==> config.mk <==
export PLATFORM = sky130hd
export DESIGN_NAME = hazard_control_unit_flat
export DESIGN_NICKNAME = d
export VERILOG_FILES = /design/src/rtl/cpu_types_pkg.sv /design/src/rtl/diaosi_types_pkg.sv /design/src/rtl/hazard_control_unit_if.sv /design/src/rtl/hazard_control_unit_perf_counter.sv /design/src/rtl/hazard_control_unit.sv /design/src/flat_wrapper.sv
export SDC_FILE = /design/constraint.sdc
export NUM_CORES = 1
export LEC_CHECK = 0
export CAP_MARGIN = 30
export CORE_AREA = 5 5 42 44
export DETAILED_ROUTE_END_ITERATION = 10
export DIE_AREA = 0 0 47 49
export GPL_TIMING_DRIVEN = 0
export PLACE_DENSITY = 0.74
export SYNTH_ARGS = -nofsm -noshare
export SYNTH_HDL_FRONTEND = slang
export SYNTH_HIERARCHICAL = 1
export SYNTH_SLANG_ARGS = --single-unit
==> constraint.sdc <==
create_clock -name CLK -period 3.2 [get_ports CLK]
set_input_delay 0.48 -clock CLK [delete_from_list [all_inputs] [get_ports CLK]]
set_output_delay 0.48 -clock CLK [all_outputs]
set_load 0.02 [all_outputs]
==> src/rtl/cpu_types_pkg.sv <==
// Shared CPU-wide types: register-file index width.
package cpu_types_pkg;
  localparam int REG_W = 5;
  typedef logic [REG_W-1:0] regbits_t;
endpackage

==> src/rtl/diaosi_types_pkg.sv <==
// Pipeline control types: hazard FSM states and the load-use detection helper.
package diaosi_types_pkg;
  import cpu_types_pkg::*;

  typedef enum logic [1:0] {
    RUN     = 2'd0,
    LDSTALL = 2'd1,
    DHELD   = 2'd2,
    HALT    = 2'd3
  } hazard_state_t;

  // r0 is hard-wired zero, so a load targeting it can never create a dependency.
  function automatic logic load_use_hazard(input logic     memread,
                                           input regbits_t wsel,
                                           input regbits_t rsel1,
                                           input regbits_t rsel2);
    return memread && (wsel != '0) && ((wsel == rsel1) || (wsel == rsel2));
  endfunction
endpackage

==> src/rtl/hazard_control_unit_if.sv <==
// Bundle between the hazard control unit and the pipeline.
// Performance counter signals exist only when HAZARD_PERF_EN is defined.
interface hazard_control_unit_if #(parameter int CNT_W = 32);
  logic                    ihit;
  logic                    dhit;
  logic                    mem_dreq;
  logic                    ex_memread;
  cpu_types_pkg::regbits_t ex_wsel;
  cpu_types_pkg::regbits_t id_rsel1;
  cpu_types_pkg::regbits_t id_rsel2;
  logic                    ex_pcsrc;
  logic                    halt;
  logic                    pc_en;
  logic                    ifid_en;
  logic                    idex_en;
  logic                    exmem_en;
  logic                    memwb_en;
  logic                    ifid_flush;
  logic                    idex_flush;
  logic                    dreq_mask;
  logic                    halted;
`ifdef HAZARD_PERF_EN
  logic [CNT_W-1:0]        stall_cnt;
  logic [CNT_W-1:0]        flush_cnt;

  modport hcu (
    input  ihit, dhit, mem_dreq, ex_memread, ex_wsel, id_rsel1, id_rsel2, ex_pcsrc, halt,
    output pc_en, ifid_en, idex_en, exmem_en, memwb_en, ifid_flush, idex_flush,
    output dreq_mask, halted, stall_cnt, flush_cnt
  );
  modport tb (
    output ihit, dhit, mem_dreq, ex_memread, ex_wsel, id_rsel1, id_rsel2, ex_pcsrc, halt,
    input  pc_en, ifid_en, idex_en, exmem_en, memwb_en, ifid_flush, idex_flush,
    input  dreq_mask, halted, stall_cnt, flush_cnt
  );
`else
  localparam int unused_cnt_w = CNT_W;

  modport hcu (
    input  ihit, dhit, mem_dreq, ex_memread, ex_wsel, id_rsel1, id_rsel2, ex_pcsrc, halt,
    output pc_en, ifid_en, idex_en, exmem_en, memwb_en, ifid_flush, idex_flush,
    output dreq_mask, halted
  );
  modport tb (
    output ihit, dhit, mem_dreq, ex_memread, ex_wsel, id_rsel1, id_rsel2, ex_pcsrc, halt,
    input  pc_en, ifid_en, idex_en, exmem_en, memwb_en, ifid_flush, idex_flush,
    input  dreq_mask, halted
  );
`endif
endinterface

==> src/rtl/hazard_control_unit_perf_counter.sv <==
// Saturating event counter used for stall/flush statistics.
// Compiled only when HAZARD_PERF_EN is defined.
`ifdef HAZARD_PERF_EN
module hazard_perf_counter #(
  parameter int CNT_W = 32
) (
  input  logic             CLK,
  input  logic             nRST,
  input  logic             inc,
  output logic [CNT_W-1:0] cnt
);
  logic [CNT_W-1:0] cnt_q;
  logic [CNT_W-1:0] cnt_d;

  always_comb begin
    cnt_d = cnt_q;
    if (inc && (cnt_q != '1)) cnt_d = cnt_q + {{(CNT_W-1){1'b0}}, 1'b1};
  end

  always_ff @(posedge CLK) begin
    if (!nRST) cnt_q <= '0;
    else       cnt_q <= cnt_d;
  end

  assign cnt = cnt_q;
endmodule
`endif

==> src/rtl/hazard_control_unit.sv <==
// Pipeline hazard controller: memory-wait freeze, load-use stall, branch flush and halt.
// Define HAZARD_PERF_EN to add saturating stall/flush counters.
module hazard_control_unit
  import cpu_types_pkg::*;
  import diaosi_types_pkg::*;
#(
  parameter int CNT_W = 32
) (
  input logic               CLK,
  input logic               nRST,
  hazard_control_unit_if.hcu hif
);
  hazard_state_t state_q, state_d;
  logic          halted_q, halted_d;
  logic          advance;
  logic          load_use;
  logic          pc_en, ifid_en, idex_en, exmem_en, memwb_en;
  logic          ifid_flush, idex_flush, dreq_mask;

  always_comb begin
    state_d    = state_q;
    pc_en      = 1'b0;
    ifid_en    = 1'b0;
    idex_en    = 1'b0;
    exmem_en   = 1'b0;
    memwb_en   = 1'b0;
    ifid_flush = 1'b0;
    idex_flush = 1'b0;
    dreq_mask  = 1'b0;
    load_use   = load_use_hazard(hif.ex_memread, hif.ex_wsel, hif.id_rsel1, hif.id_rsel2);
    // In DHELD the data side already completed, so only the fetch is awaited.
    advance    = hif.ihit && (!hif.mem_dreq || hif.dhit || (state_q == DHELD));

    if (state_q != HALT) begin
      if (state_q == DHELD) dreq_mask = 1'b1;

      if (!advance) begin
        if ((state_q != DHELD) && hif.dhit && !hif.ihit) state_d = DHELD;
      end else if (hif.ex_pcsrc) begin
        {pc_en, ifid_en, idex_en, exmem_en, memwb_en} = 5'b11111;
        ifid_flush = 1'b1;
        idex_flush = 1'b1;
        state_d    = RUN;
      end else if (load_use && (state_q != LDSTALL)) begin
        {idex_en, exmem_en, memwb_en} = 3'b111;
        idex_flush = 1'b1;
        state_d    = LDSTALL;
      end else begin
        {pc_en, ifid_en, idex_en, exmem_en, memwb_en} = 5'b11111;
        state_d = RUN;
      end

      if (hif.halt) state_d = HALT;
    end

    // Keep the pipeline and memory quiet while reset is held.
    if (!nRST) begin
      {pc_en, ifid_en, idex_en, exmem_en, memwb_en} = 5'b00000;
      ifid_flush = 1'b0;
      idex_flush = 1'b0;
      dreq_mask  = 1'b0;
    end

    halted_d = (state_d == HALT);
  end

  always_ff @(posedge CLK) begin
    if (!nRST) begin
      state_q  <= RUN;
      halted_q <= 1'b0;
    end else begin
      state_q  <= state_d;
      halted_q <= halted_d;
    end
  end

  assign hif.pc_en      = pc_en;
  assign hif.ifid_en    = ifid_en;
  assign hif.idex_en    = idex_en;
  assign hif.exmem_en   = exmem_en;
  assign hif.memwb_en   = memwb_en;
  assign hif.ifid_flush = ifid_flush;
  assign hif.idex_flush = idex_flush;
  assign hif.dreq_mask  = dreq_mask;
  assign hif.halted     = halted_q;

`ifdef HAZARD_PERF_EN
  hazard_perf_counter #(.CNT_W(CNT_W)) u_stall_cnt (
    .CLK  (CLK),
    .nRST (nRST),
    .inc  (!pc_en && (state_q != HALT)),
    .cnt  (hif.stall_cnt)
  );

  hazard_perf_counter #(.CNT_W(CNT_W)) u_flush_cnt (
    .CLK  (CLK),
    .nRST (nRST),
    .inc  (ifid_flush),
    .cnt  (hif.flush_cnt)
  );
`else
  localparam int unused_cnt_w = CNT_W;
`endif
endmodule
==> src/flat_wrapper.sv <==
// flat-port wrapper written by rule: the top's interface ports become plain ports
module hazard_control_unit_flat import cpu_types_pkg::*; import diaosi_types_pkg::*;
#(
  parameter int CNT_W = 32
)
  (CLK, nRST, hif_ihit, hif_dhit, hif_mem_dreq, hif_ex_memread, hif_ex_wsel, hif_id_rsel1, hif_id_rsel2, hif_ex_pcsrc, hif_halt, hif_pc_en, hif_ifid_en, hif_idex_en, hif_exmem_en, hif_memwb_en, hif_ifid_flush, hif_idex_flush, hif_dreq_mask, hif_halted);
  hazard_control_unit_if #(.CNT_W(CNT_W)) hif_i ();
  input logic CLK;
  input logic nRST;
  input wire logic [$bits(hif_i.ihit)-1:0] hif_ihit;
  input wire logic [$bits(hif_i.dhit)-1:0] hif_dhit;
  input wire logic [$bits(hif_i.mem_dreq)-1:0] hif_mem_dreq;
  input wire logic [$bits(hif_i.ex_memread)-1:0] hif_ex_memread;
  input wire logic [$bits(hif_i.ex_wsel)-1:0] hif_ex_wsel;
  input wire logic [$bits(hif_i.id_rsel1)-1:0] hif_id_rsel1;
  input wire logic [$bits(hif_i.id_rsel2)-1:0] hif_id_rsel2;
  input wire logic [$bits(hif_i.ex_pcsrc)-1:0] hif_ex_pcsrc;
  input wire logic [$bits(hif_i.halt)-1:0] hif_halt;
  output wire logic [$bits(hif_i.pc_en)-1:0] hif_pc_en;
  output wire logic [$bits(hif_i.ifid_en)-1:0] hif_ifid_en;
  output wire logic [$bits(hif_i.idex_en)-1:0] hif_idex_en;
  output wire logic [$bits(hif_i.exmem_en)-1:0] hif_exmem_en;
  output wire logic [$bits(hif_i.memwb_en)-1:0] hif_memwb_en;
  output wire logic [$bits(hif_i.ifid_flush)-1:0] hif_ifid_flush;
  output wire logic [$bits(hif_i.idex_flush)-1:0] hif_idex_flush;
  output wire logic [$bits(hif_i.dreq_mask)-1:0] hif_dreq_mask;
  output wire logic [$bits(hif_i.halted)-1:0] hif_halted;
  assign hif_i.ihit = hif_ihit;
  assign hif_i.dhit = hif_dhit;
  assign hif_i.mem_dreq = hif_mem_dreq;
  assign hif_i.ex_memread = hif_ex_memread;
  assign hif_i.ex_wsel = hif_ex_wsel;
  assign hif_i.id_rsel1 = hif_id_rsel1;
  assign hif_i.id_rsel2 = hif_id_rsel2;
  assign hif_i.ex_pcsrc = hif_ex_pcsrc;
  assign hif_i.halt = hif_halt;
  assign hif_pc_en = hif_i.pc_en;
  assign hif_ifid_en = hif_i.ifid_en;
  assign hif_idex_en = hif_i.idex_en;
  assign hif_exmem_en = hif_i.exmem_en;
  assign hif_memwb_en = hif_i.memwb_en;
  assign hif_ifid_flush = hif_i.ifid_flush;
  assign hif_idex_flush = hif_i.idex_flush;
  assign hif_dreq_mask = hif_i.dreq_mask;
  assign hif_halted = hif_i.halted;
  hazard_control_unit #(.CNT_W(CNT_W)) u_core (.CLK(CLK), .nRST(nRST), .hif(hif_i));
endmodule
# Word level (Yosys, flattened, before mapping)

Index checks and enable logic that the tools add are counted.

Output and inout bits: 9
Logic and storage cells: 47
Input bits: 23
Register bits after elaboration: 3

Equality and inequality tests: 7
Mux-type cells: 26
Reductions and logical operators: 12

Operators by type and width:

| cell                                                                    | count |
|---|---|
| 1-bit 2-to-1 mux                                                        | 21 |
| 5-bit == test                                                           | 2 |
| 2-bit 2-to-1 mux                                                        | 5 |
| 1-bit logical AND                                                       | 6 |
| 5-bit nonzero test                                                      | 1 |
| 2-bit == test, second input constant                                    | 2 |
| 2-bit inequality test, second input constant                            | 2 |
| 1-bit logical OR                                                        | 3 |
| 1-bit logical NOT                                                       | 2 |
| 2-bit by 1-bit inequality test with 1-bit output, second input constant | 1 |

# Logic depth before layout (Yosys ltp)

Gate-level depths: netlist of run 1.

Depth in word-level cells: 10
Depth in mapped cells: 5
Mapped depth without buffers: 4

# Worst setup path before layout of run 1

No wires, ideal clock.

Kind: input to output
Start: input port hif_dhit
End: output port hif_idex_flush
Path slack: 1.119 ns
Stages: 4
Arrival time: 1.601 ns
Buffers on the path: 0
Required time: 2.720 ns
Path through: nand2b_1 o2111a_1 inv_1 o31ai_1

Longest elaborated chain between the ends: 6

Ends and longest elaborated chain:

| element                       | RTL line                  | source |
|---|---|---|
| start, declared               | flat_wrapper.sv:11        | `input wire logic [$bits(hif_i.dhit)-1:0] hif_dhit;` |
| 1-bit logical OR (2 in a row) | hazard_control_unit.sv:32 | `advance = hif.ihit && (!hif.mem_dreq \|\| hif.dhit \|\| (state_q == DHELD));` |
| 1-bit logical AND             | hazard_control_unit.sv:32 |  |
| 1-bit 2-to-1 mux              | hazard_control_unit.sv:37 | `if (!advance) begin` |
| 1-bit 2-to-1 mux              | hazard_control_unit.sv:34 | `if (state_q != HALT) begin` |
| 1-bit 2-to-1 mux              | hazard_control_unit.sv:57 | `if (!nRST) begin` |
| end, declared                 | flat_wrapper.sv:25        | `output wire logic [$bits(hif_i.idex_flush)-1:0] hif_idex_flush;` |

Every way passes these cells.

# Final worst setup path of run 1

Start: input port hif_ex_wsel[1]
End: output port hif_pc_en

Longest elaborated chain between the ends: 9
Elaborated cells on any way between the ends: 12
Those cells by class: 2 x eq/ne; 5 x mux; 5 x reduce/logical

Ends and longest elaborated chain:

| element                                               | RTL line                  | source |
|---|---|---|
| start, declared                                       | flat_wrapper.sv:14        | `input wire logic [$bits(hif_i.ex_wsel)-1:0] hif_ex_wsel;` |
| 5-bit == test or 5-bit nonzero test (tied branches)   | diaosi_types_pkg.sv:17    | `return memread && (wsel != '0) && ((wsel == rsel1) \|\| (wsel == rsel2));` |
| 1-bit logical OR or 1-bit logical AND (tied branches) | diaosi_types_pkg.sv:17    |  |
| 1-bit logical AND *                                   | diaosi_types_pkg.sv:17    |  |
| 1-bit logical AND *                                   | hazard_control_unit.sv:44 | `end else if (load_use && (state_q != LDSTALL)) begin` |
| 1-bit 2-to-1 mux *                                    | hazard_control_unit.sv:44 |  |
| 1-bit 2-to-1 mux *                                    | hazard_control_unit.sv:39 | `end else if (hif.ex_pcsrc) begin` |
| 1-bit 2-to-1 mux *                                    | hazard_control_unit.sv:37 |  |
| 1-bit 2-to-1 mux *                                    | hazard_control_unit.sv:34 |  |
| 1-bit 2-to-1 mux *                                    | hazard_control_unit.sv:57 |  |
| end, declared                                         | flat_wrapper.sv:19        | `output wire logic [$bits(hif_i.pc_en)-1:0] hif_pc_en;` |

Every way passes the cells marked *; elsewhere a longest branch is shown, timed or not.

==> results of run 1 <==
layer usage:
metal  vias to the layer above  GRT usage (%)  share of wire [%]
met1                       196          9.847                 36
li1                        229              -                  -
met3                         0          1.476                 11
met2                        23          17.65                 53
met5                         -              0                  0
met4                         0          10.14                  0
flip-flops by register name (all words and copies together) (netlist names):
name / cells
u_core/hif.halted: 1
u_core/state_q: 2
worst max-delay path, stage by stage:
cell	delay, ps
clkdlybuf4s50_1	460
or4_1	560
o221ai_2	200
o31a_2	170
buf_4	90
clkdlybuf4s50_1	600
per-stage QoR:
stage | total power (uW) | cell area (um2) | setup WS (ps)
after floorplan | 80.07 | 354.1 | 1119
after global placement | 128.4 | 684.4 | 154.9
after detailed placement | 131.0 | 684.4 | 131.7
final | 195.4 | 710.7 | 149.9
after CTS | 200.5 | 710.7 | 129.0
after global routing | 208.9 | 710.7 | 63.23
cell usage in the layout, fill, tap and decap left out, drive strengths merged:
cell type	synthesis	layout
clkdlybuf4s50	0	31
xor2	10	10
inv	5	5
clkbuf	0	4
nor2b	3	3
nor2	3	3
buf	3	3
dfxtp	3	3
nand2	2	2
nor3	2	2
or4	2	2
a211oi	2	2
and2	1	1
nand2b	1	1
o2111a	1	1
a22oi	1	1
o221ai	1	1
o31ai	1	1
o31a	1	1
o21bai	1	1
a21oi	1	1
o21ai	1	1
o22ai	1	1
final timing paths:
kind                                   to  depth (start not counted)
max                             hif_pc_en                          6
min          u_core/state_q[1]$_SDFF_PN0_                          2
max reg2reg  u_core/state_q[0]$_SDFF_PN0_                          4
min reg2reg  u_core/state_q[1]$_SDFF_PN0_                          2
layout make-up:
class / instances / share of cell area [%]
repair buffers: 31 / 43.66
clock buffers: 4 / 3.697
flip-flops and latches: 3 / 8.451
multi-input cells: 35 / 35.56
plain buffers: 3 / 3.169
inverters: 5 / 2.641
well taps: 16 / 2.817
power groups by stage:
| stage | logic, uW | registers, uW | clock network (uW) |
|---|---|---|---|
| after floorplan | 35.4 | 44.7 | 0 |
| after global placement | 84.3 | 44.1 | 0 |
| after detailed placement | 86.8 | 44.2 | 0 |
| after CTS | 87.1 | 43.7 | 69.7 |
| after global routing | 92.6 | 44.1 | 72.2 |
| final | 85.8 | 43.7 | 65.9 |
kinds of logic (layout without fill, tap and decap cells):
| group | Yosys count | count (layout) |
|---|---|---|
| simple gates | 14 | 14 |
| flops | 3 | 3 |
| compound gates | 11 | 11 |
| xor+xnor | 10 | 10 |
| buf+inv | 8 | 43 |
==> impl_metrics.csv, run 1 <==
group,metric,value,unit
timing,hold_viol_final,0,
clocking,cts.sinks,3,
critical_path,required,2720,ps
pwr,p_seq_share,22.4,%
synth,synthMostInstantiatedCell,"xor2_1",
finish,fillCellCount,145,
critical_path,worstSetupStartpoint,"hif_ex_wsel[1]",
pwr,vdd_ir_drop_max,0.00009999,V
placement,dp_cells,93,
synth,avgSynthCellArea,7.698,um2
floorplan,dieArea,0.002303,mm2
status,outcome,"complete, no violations",
floorplan,io_pins,32,
job,drv_cap,0,
critical_path,crit_arrival,2570,ps
pwr,pwr-share-comb,43.9,%
min_path,hold_class,"flip-flop to flip-flop",
routing,num_vias,448,
timing,tns,0,ps
timing,setup_viol,0,
synth,synth_xor_area_share,24.73,%
synth,synth_cell_types,21,
routing,wl_per_cell,11.66,um
synth,synthTopCellsByCount,"xor2_1 (10), inv_1 (5)",
synth,yosys_warnings,6,
finish,final_nets,105,
clocking,post-cts-setup-buffers,0,
clocking,ctsHoldBuffers,0,
floorplan,die_h,49,um
pwr,total_leakage_power,0.0002844,uW
grt,first_global_vias,500,
routing,vias_per_cell,4.619,
clocking,numCtsBuffers,3,
grt,antenna_found_initial,0,
finish,antenna_cells,0,
floorplan,core_area,0.001401,mm2
placement,place.gp.congestion,0.7295,
critical_path,critPathCaptureType,"primary output",
synth,synthAdderAreaFrac,0,%
critical_path,cp_max_fo,3,
timing,skew,3.756,ps
routing,drc,0,
finish,multiInputGateArea,252.7,um2
routing,drt_iter0_markers,5,
finish,area_growth,100.7,%
synth,synth_seq_area_share,16.96,%
synth,synth_top_area_cell,"xor2_1",
grt,grt_pass1_wl,1773,um
timing,relSlewSlack,80.73,%
pwr,power_density,275.0,mW/mm2
timing,whs,590.8,ps
synth,synthSimpleGateAreaFrac,21.20,%
finish,fin_cells,97,
finish,fin_util,50.71,%
synth,synth-compound-area-share,25.44,%
synth,ys_ff_latch,3,
clocking,clk_pin_slew,40,ps
pwr,internal-power,138.5,uW
pwr,p_sw,56.88,uW
synth,synth_edf_count,0,
clocking,tritoncts,"yes",
floorplan,initial_core_util,25.27,%
routing,wl,1131,um
routing,route.antenna.remaining_nets,0,
finish,sequential_cell_area,60.06,um2
synth,netlist_area,354.1,um2
min_path,worstHoldStart,"u_core/state_q[0]$_SDFF_PN0_",
timing,min_period_over_period,95.32,%
timing,finalMaxSlewViolations,0,
critical_path,r2r_setup_slack,1880,ps
floorplan,row_count,14,
clocking,cts_buffer_depth,2,
placement,port_buffers,31,
synth,synthCells,46,
critical_path,r2r-start,"u_core/state_q[1]$_SDFF_PN0_",
grt,grt.total_usage,10.48,%
clocking,clock_latency,230,ps
critical_path,crit_path_start_kind,"primary input",
synth,synth_flop_cell,"dfxtp_1",
synth,synth_top_cell_area_share,24.73,%
grt,grt_max_degree,7,
synth,muxShareOfSynthArea,0,%
grt,gr-total-overflow,0,
synth,synth_top_family_by_area,"compound AO/OA/AOI/OAI gates",
synth,synth_async_sr_flop_share,0,%
routing,dr.pass1.iters,3,
clocking,cts-htree-levels,1,
pwr,clockPowerShare,33.7,%
synth,synth_nets,69,
timing,worstMarginPinSlew,289.0,ps
synth,synthTopCellsByArea,"xor2_1 (25%), dfxtp_1 (17%), buf_4 (6.4%)",
placement,place_hpwl,1006,um
clocking,root_buffer,"clkbuf_4",
finish,drive_above_1_share,9.877,%
pwr,switching_share,29.11,%
clocking,ctsResizeCount,0,
timing,fmax,327.9,MHz
floorplan,die_w,47,um
timing,fin_crit,3050,ps
critical_path,path_class,"primary input to primary output",
timing,rsz0062_at_grt,"no",
Power figures use the tool's default switching activity.
==> run 2: changes to the inputs <==
CTS_CLUSTER_DIAMETER = 60   (was default)
==> results of run 2 <==
Same layout as run 1: the final DEF is identical, and so are final timing and power.
==> run 3: changes to the inputs <==
ABC_CLOCK_PERIOD_IN_PS = 3200   (was default)
==> results of run 3 <==
Same layout as run 1: the final DEF is identical, and so are final timing and power.
